===== src/rtl/buf_engine.sv =====
// Byte buffer engine: fills a DEPTH-byte buffer from the UART receiver and
// drains it in address order to the UART transmitter via a start/busy handshake.
module buf_engine #(
    parameter int unsigned DEPTH = 8,
    parameter int unsigned AW    = 3
) (
    input  logic          clk,
    input  logic          rst,
    input  logic          start_wr,
    input  logic          start_rd,
    input  logic          rxrdy,
    input  logic [7:0]    rxdw,
    input  logic          tx_busy,
    output logic          txstart,
    output logic [7:0]    txdw,
    output logic          done_wr,
    output logic          done_rd,
    output logic [2:0]    state
);

    localparam int unsigned DW = 8;
    localparam logic [AW-1:0] LAST_ADDR = AW'(DEPTH - 1);

    typedef enum logic [2:0] {
        IDLE     = 3'd0,
        WR       = 3'd1,
        RD_ISSUE = 3'd2,
        RD_ACK   = 3'd3,
        RD_WAIT  = 3'd4
    } state_t;

    state_t          state_q, state_d;
    logic [AW-1:0]   addr_q, addr_d;
    logic            txstart_d;
    logic [DW-1:0]   txdw_d;
    logic            done_wr_d, done_rd_d;
    logic            mem_we;
    logic [DW-1:0]   mem [DEPTH];

    // Next-state, address and registered-output values
    always_comb begin
        state_d   = state_q;
        addr_d    = addr_q;
        txstart_d = 1'b0;
        txdw_d    = txdw;
        done_wr_d = 1'b0;
        done_rd_d = 1'b0;
        mem_we    = 1'b0;
        case (state_q)
            IDLE: begin
                // A write request takes priority over a simultaneous read request
                if (start_wr) begin
                    addr_d  = '0;
                    state_d = WR;
                end else if (start_rd) begin
                    addr_d  = '0;
                    state_d = RD_ISSUE;
                end
            end
            WR: begin
                if (rxrdy) begin
                    mem_we = 1'b1;
                    if (addr_q == LAST_ADDR) begin
                        done_wr_d = 1'b1;
                        state_d   = IDLE;
                    end else begin
                        addr_d = addr_q + AW'(1);
                    end
                end
            end
            RD_ISSUE: begin
                if (!tx_busy) begin
                    txdw_d    = mem[addr_q];
                    txstart_d = 1'b1;
                    state_d   = RD_ACK;
                end
            end
            RD_ACK: begin
                if (tx_busy) begin
                    state_d = RD_WAIT;
                end
            end
            RD_WAIT: begin
                if (!tx_busy) begin
                    if (addr_q == LAST_ADDR) begin
                        done_rd_d = 1'b1;
                        state_d   = IDLE;
                    end else begin
                        addr_d  = addr_q + AW'(1);
                        state_d = RD_ISSUE;
                    end
                end
            end
            default: state_d = IDLE;
        endcase
    end

    always_ff @(posedge clk or negedge rst) begin
        if (!rst) begin
            state_q <= IDLE;
            addr_q  <= '0;
            txstart <= 1'b0;
            txdw    <= '0;
            done_wr <= 1'b0;
            done_rd <= 1'b0;
        end else begin
            state_q <= state_d;
            addr_q  <= addr_d;
            txstart <= txstart_d;
            txdw    <= txdw_d;
            done_wr <= done_wr_d;
            done_rd <= done_rd_d;
        end
    end

    // Buffer storage keeps its contents across reset
    always_ff @(posedge clk) begin
        if (mem_we) begin
            mem[addr_q] <= rxdw;
        end
    end

    assign state = state_q;

endmodule


===== config.mk =====
export PLATFORM = sky130hd
export DESIGN_NAME = buf_engine
export DESIGN_NICKNAME = d
export VERILOG_FILES = /design/src/rtl/buf_engine.sv
export SDC_FILE = /design/constraint.sdc
export NUM_CORES = 1
export LEC_CHECK = 0
export ABC_AREA = 0
export CORE_ASPECT_RATIO = 0.8
export CORE_MARGIN = 3
export CORE_UTILIZATION = 55
export DETAILED_ROUTE_END_ITERATION = 12
export HOLD_SLACK_MARGIN = 0.12
export PLACE_DENSITY = 0.76
export SYNTH_ARGS = -nofsm -noshare
export SYNTH_HDL_FRONTEND = slang
export SYNTH_SLANG_ARGS = --single-unit

===== constraint.sdc =====
create_clock -name clk -period 2.8 [get_ports clk]
set_input_delay 0.84 -clock clk [delete_from_list [all_inputs] [get_ports clk]]
set_output_delay 0.84 -clock clk [all_outputs]
set_load 0.05 [all_outputs]

# After elaboration in Yosys (flattened, before gate mapping)
# Memories as Yosys holds them, arrays and structs flattened. A register that Yosys moved wholly into a read port is not among the register bits.
# Cells that the tools add are included.
[totals]
register_bits = 9
latchBits = 0
mem_bits_rw = 64
mem_bits_ro = 0
in_bits = 14
out_inout_bits = 14
wordCells = 51
memories = 1
[classes]
addsub = 1
mul = 0
n_div = 0
order_cmp = 0
eq_ne = 11
shifts = 0
mux = 26
n_bitwise = 1
reduce_logical = 6
[memory_table]
columns = ["name", "words", "word_bits", "read_ports", "rd_ports_with_merged_regs", "write_ports", "line_no", "text"]
rows = [
  ["mem", 8, 8, 1, 1, 1, "38", "logic [DW-1:0] mem [DEPTH];"],
]
[op_table]
columns = ["op", "count"]
rows = [
  ["2-to-1 mux 3 bit", 12],
  ["case mux 3 bit (5 select lines)", 1],
  ["2-to-1 mux 1 bit", 11],
  ["!= test 2 bit (second input constant)", 5],
  ["case mux 3 bit (3 select lines)", 1],
  ["equality test 3 x 2 -> 1 bit (second input constant)", 2],
  ["equality test 3 bit (second input constant)", 2],
  ["AND reduction 6 bit", 1],
  ["AND reduction 4 bit", 1],
  ["adder 3 x 1 -> 3 bit (second input constant)", 1],
  ["equality test 3 x 1 -> 1 bit (second input constant)", 1],
  ["zero test 3 bit", 1],
  ["!= test 3 bit (second input constant)", 1],
  ["nonzero test 3 bit", 1],
  ["2-to-1 mux 2 bit", 1],
  ["AND reduction 2 bit", 1],
  ["zero test 1 bit", 1],
  ["NOT 1 bit", 1],
]

# Logic depth before layout (Yosys ltp)
[logic_depth]
word_depth = 4
depth_mapped = 6
depth_no_buf = 6

# Worst setup path before layout
# Ideal clock, no wire load.
[synth_timing]
kind = "register -> register"
start = "register state_q[0], in the netlist state[0]"
end = "memory mem[0][0], enable pin"
setup_time_ps = 383
t_arrival_ps = 1854
required_ps = 2417
setup_slack_ps = 563
stages_incl_launch_ff = 6
n_path_buf = 1
period_less_slack_ps = 2237
cell_sequence = "dfrtp_1 -> buf_4 -> nand2_1 -> nor3_4 -> nand2b_1 -> nor3_1"
[synth_between]
elab_chain_len = 4
[synth_lines]
columns = ["element", "line_no", "text"]
rows = [
  ["start, declared", "32", "state_t state_q, state_d;"],
  ["start signal, assigned", "107", "state_q <= state_d;"],
  ["equality test 3 x 1 -> 1 bit", "49", "case (state_q)"],
  ["2-to-1 mux 1 bit", "49", ""],
  ["2-to-1 mux 1 bit", "118", "if (mem_we) begin"],
  ["2-to-1 mux 1 bit (not written as such)", "119", "mem[addr_q] <= rxdw;"],
  ["end, declared", "38", ""],
]
# Every way passes these cells.

# Worst setup path in the final report
[layout_timing]
start = "register state_q[1], in the netlist state[1]"
end = "output port state[1]"
[layout_rtl]
columns = ["element", "line_no", "text"]
rows = [
  ["end, declared", "18", "output logic [2:0] state"],
]
# No word-level cell between the ends.

==> impl_results.md <==
* Clock slew at reported path FFs at 0.08 ns
* Most frequent cells after synthesis: edfxtp_1, dfrtp_1, nor2_1
* HPWL Detailed at 4.03 mm
* Synth Flop Type: edfxtp_1
* Wirelength per Cell at 18.0 um
* # nets final at 267
* Placeable Area at 5620 um2
* Final setup TNS at 0 ns
* Setup-failing EPs final at 0
* Final instance count without filler cells at 334
* FF-to-FF End: addr_q[0]
* Min-Delay Path Depth at 1
* Hold path endpoint: txdw[4]
* GRT Overall Usage at 0.190
* Starting Density at 0.588
* Worst-Margin Slew at 0.831 ns
* Wirelength, routed at 6.01 mm
* Syn Area/Cell at 15.9 um2
* Worst Setup End Kind: output pin
* Vias in the first global route at 1,814
* Worst hold slack at 0.518 ns
* Setup WS post-layout at 0.157 ns
* Hold-fix buffers, CTS at 0
* Status: complete, no violations
* Filler Cell Count at 396
* CTS Root Buffer Type: clkbuf_8
* Ys async rst share at 0.210
* Pleak at 1.37 nW
* Cell total after placement at 318
* GR Layer Usage met3 at 0.0632
* Vias/cell at 5.49
* Top delay family on crit path: buffers and inverters
* Total grt overflow at 0
* Hold Crit Class: reg -> reg
* MaxCap Viol Count at 0
* Clock Path Buffers at 2
* Setup Skew at 0.00404 ns
* Hold Crit Start: txdw[4]
* Post-synth top area share at 0.582
* CP Data Arrival Time at 1.80 ns
* Hold Fails Final Rpt at 0
* Largest stage delay, worst path at 0.88 ns
* Ant. Diodes at 0
* Die area at 6980 um2
* Port bufs at 27
* Critical path, cell by cell: clkdlybuf4s50_1
* R2R Setup Slk at 0.92 ns
* Top cells by area, synth: edfxtp_1, dfrtp_1, mux2i_1, mux4_2, nor2_1
* Top Ports at 28
* Setup WS pre-CTS at 0.288 ns
* Crit Path Max Fanout at 10
* Gp weighted congestion at 0.773
* RR Startpoint: addr_q[2]
* Grt met2 use at 0.295
* ANT nets after route at 0
* VDD IR max at 0.539 mV
* Pin count of the biggest net entering global routing at 35
* Clk_lat worst skew at 0.35 ns
* Post_cts resized at 0
* Reg2reg path depth at 5
* Width of the die at 92.7 um
* Syn Nets at 224
* Cell Area, Synth at 3300 um2
* Number of flops mapped to enable cells by yosys at 64
* Total Power at 3.65 mW
* Yosys cell types at 41
* Worst path slowest cell: clkdlybuf4s50_1
* Synth Register Bits at 81
* Final critical-path required period at 2.64 ns
* Via Count at 1,832
* RSZ-0062 raised after global routing: no
* Required time worst endpoint at 1.96 ns
* CTS H-tree depth at 3
* Final Cell Area at 3930 um2
* CTS Sinks at 81
* Cells after Synth at 208
* 1st-pass router iterations at 4
* Die Span Y at 75.3 um
* Critical path class: reg -> out
* Crit path launch: state[1]
* Share of layout cells above drive strength 1 at 0.184
* First-pass GRT wire length at 9.43 mm
* Max_slew headroom at 0.444
* Site Rows at 24
* Power density cells at 930 nW/um2
* Post-synth top area cell: edfxtp_1
* Top-count cell post-synth: edfxtp_1
* Sequential area share after synthesis at 0.710
* M1 GR Usage at 0.258
* CTS tree: yes
* Fin crit share at 0.944
* Post-CTS Setup Inserts at 0
* Synth-to-layout area growth at 18.9%
* Antenna violations before repair at 0
* Drt drc at 0
* GRT Max-Usage Layer: met2
* Fin util at 0.699
* DR iter-0 viols at 129
* Max-slew violation count at 0
* Synth Warn # at 0
* Worst Path Buf+Inv at 1
* CTS Buf Count at 9
* Worst setup SP type: flop
* Area after DPL at 3700 um2
* Peak Freq at 0.378 GHz
layout by cell type, fill, tap and decap left out, types with 2 or more instances in the layout:
master / synthesis / routed
a22oi_1: 3 / 3
o21ai_0: 5 / 5
mux2i_1: 14 / 14
mux4_2: 4 / 4
nand2_1: 8 / 8
clkdlybuf4s50_1: 0 / 27
nand3_1: 4 / 4
buf_4: 5 / 18
dfrtp_1: 17 / 17
clkbuf_8: 0 / 10
o221ai_1: 5 / 5
nor3_4: 2 / 2
edfxtp_1: 64 / 64
nor3_1: 3 / 3
mux2_2: 3 / 3
a221oi_1: 3 / 3
ha_1: 2 / 2
o22a_1: 4 / 4
a21oi_1: 6 / 6
a31oi_1: 5 / 5
nand3b_1: 3 / 3
nand2b_1: 2 / 2
inv_1: 6 / 6
nor2_1: 16 / 16
bufinv_16: 0 / 2
report_power, final:
part / leakage [nW] / internal [mW] / switching [mW]
registers: 0.784 / 1.44 / 0.106
clock network: 0.113 / 0.529 / 0.412
logic: 0.475 / 0.452 / 0.717
total: 1.37 / 2.42 / 1.24
metal layers:
layer  vias to the layer above  wire length, um
met5                         -                0
met4                         0               61
met3                         6              347
met2                        40             2810
met1                       891             2790
li1                        895                -
flip-flops by register name, summed over array words and instances, names as in the netlist:
name / flops
txdw: 8
done_wr: 1
state: 3
mem: 64
addr_q: 3
txstart: 1
done_rd: 1
cell type report:
type	count	area, um2	share of cell area
Sequential cell	81	2350	0.598
Multi-Input combinational cell	108	827	0.211
Timing Repair Buffer	45	405	0.103
Clock buffer	10	138	0.0350
Tap cell	78	97.6	0.0248
Clock inverter	6	90.1	0.0229
Inverter	6	22.5	0.00573
worst max path at each step:
| stage | slack, ns | endpoint | depth (start not counted) |
|---|---|---|---|
| 4_1_cts | 0.14 | state[1] | 1 |
| 2_1_floorplan | 0.56 | mem[0][0] | 5 |
| 3_5_place_dp | 0.29 | mem[3][5] | 6 |
| 5_1_grt | 0.07 | state[1] | 1 |
| 3_3_place_gp | 0.32 | mem[3][7] | 6 |
| 6_report | 0.16 | state[1] | 1 |
cell families after synthesis:
| family | synth area share |
|---|---|
| xor gates and xnor gates | 0.00265 |
| and+or+nand+nor | 0.0723 |
| AOI/OAI and AO/OA | 0.0878 |
| adders and majority gates | 0.00757 |
| buffers and inverters | 0.0394 |
| DFF | 0.710 |
| muxes | 0.0799 |
Power figures use the tool's default switching activity.
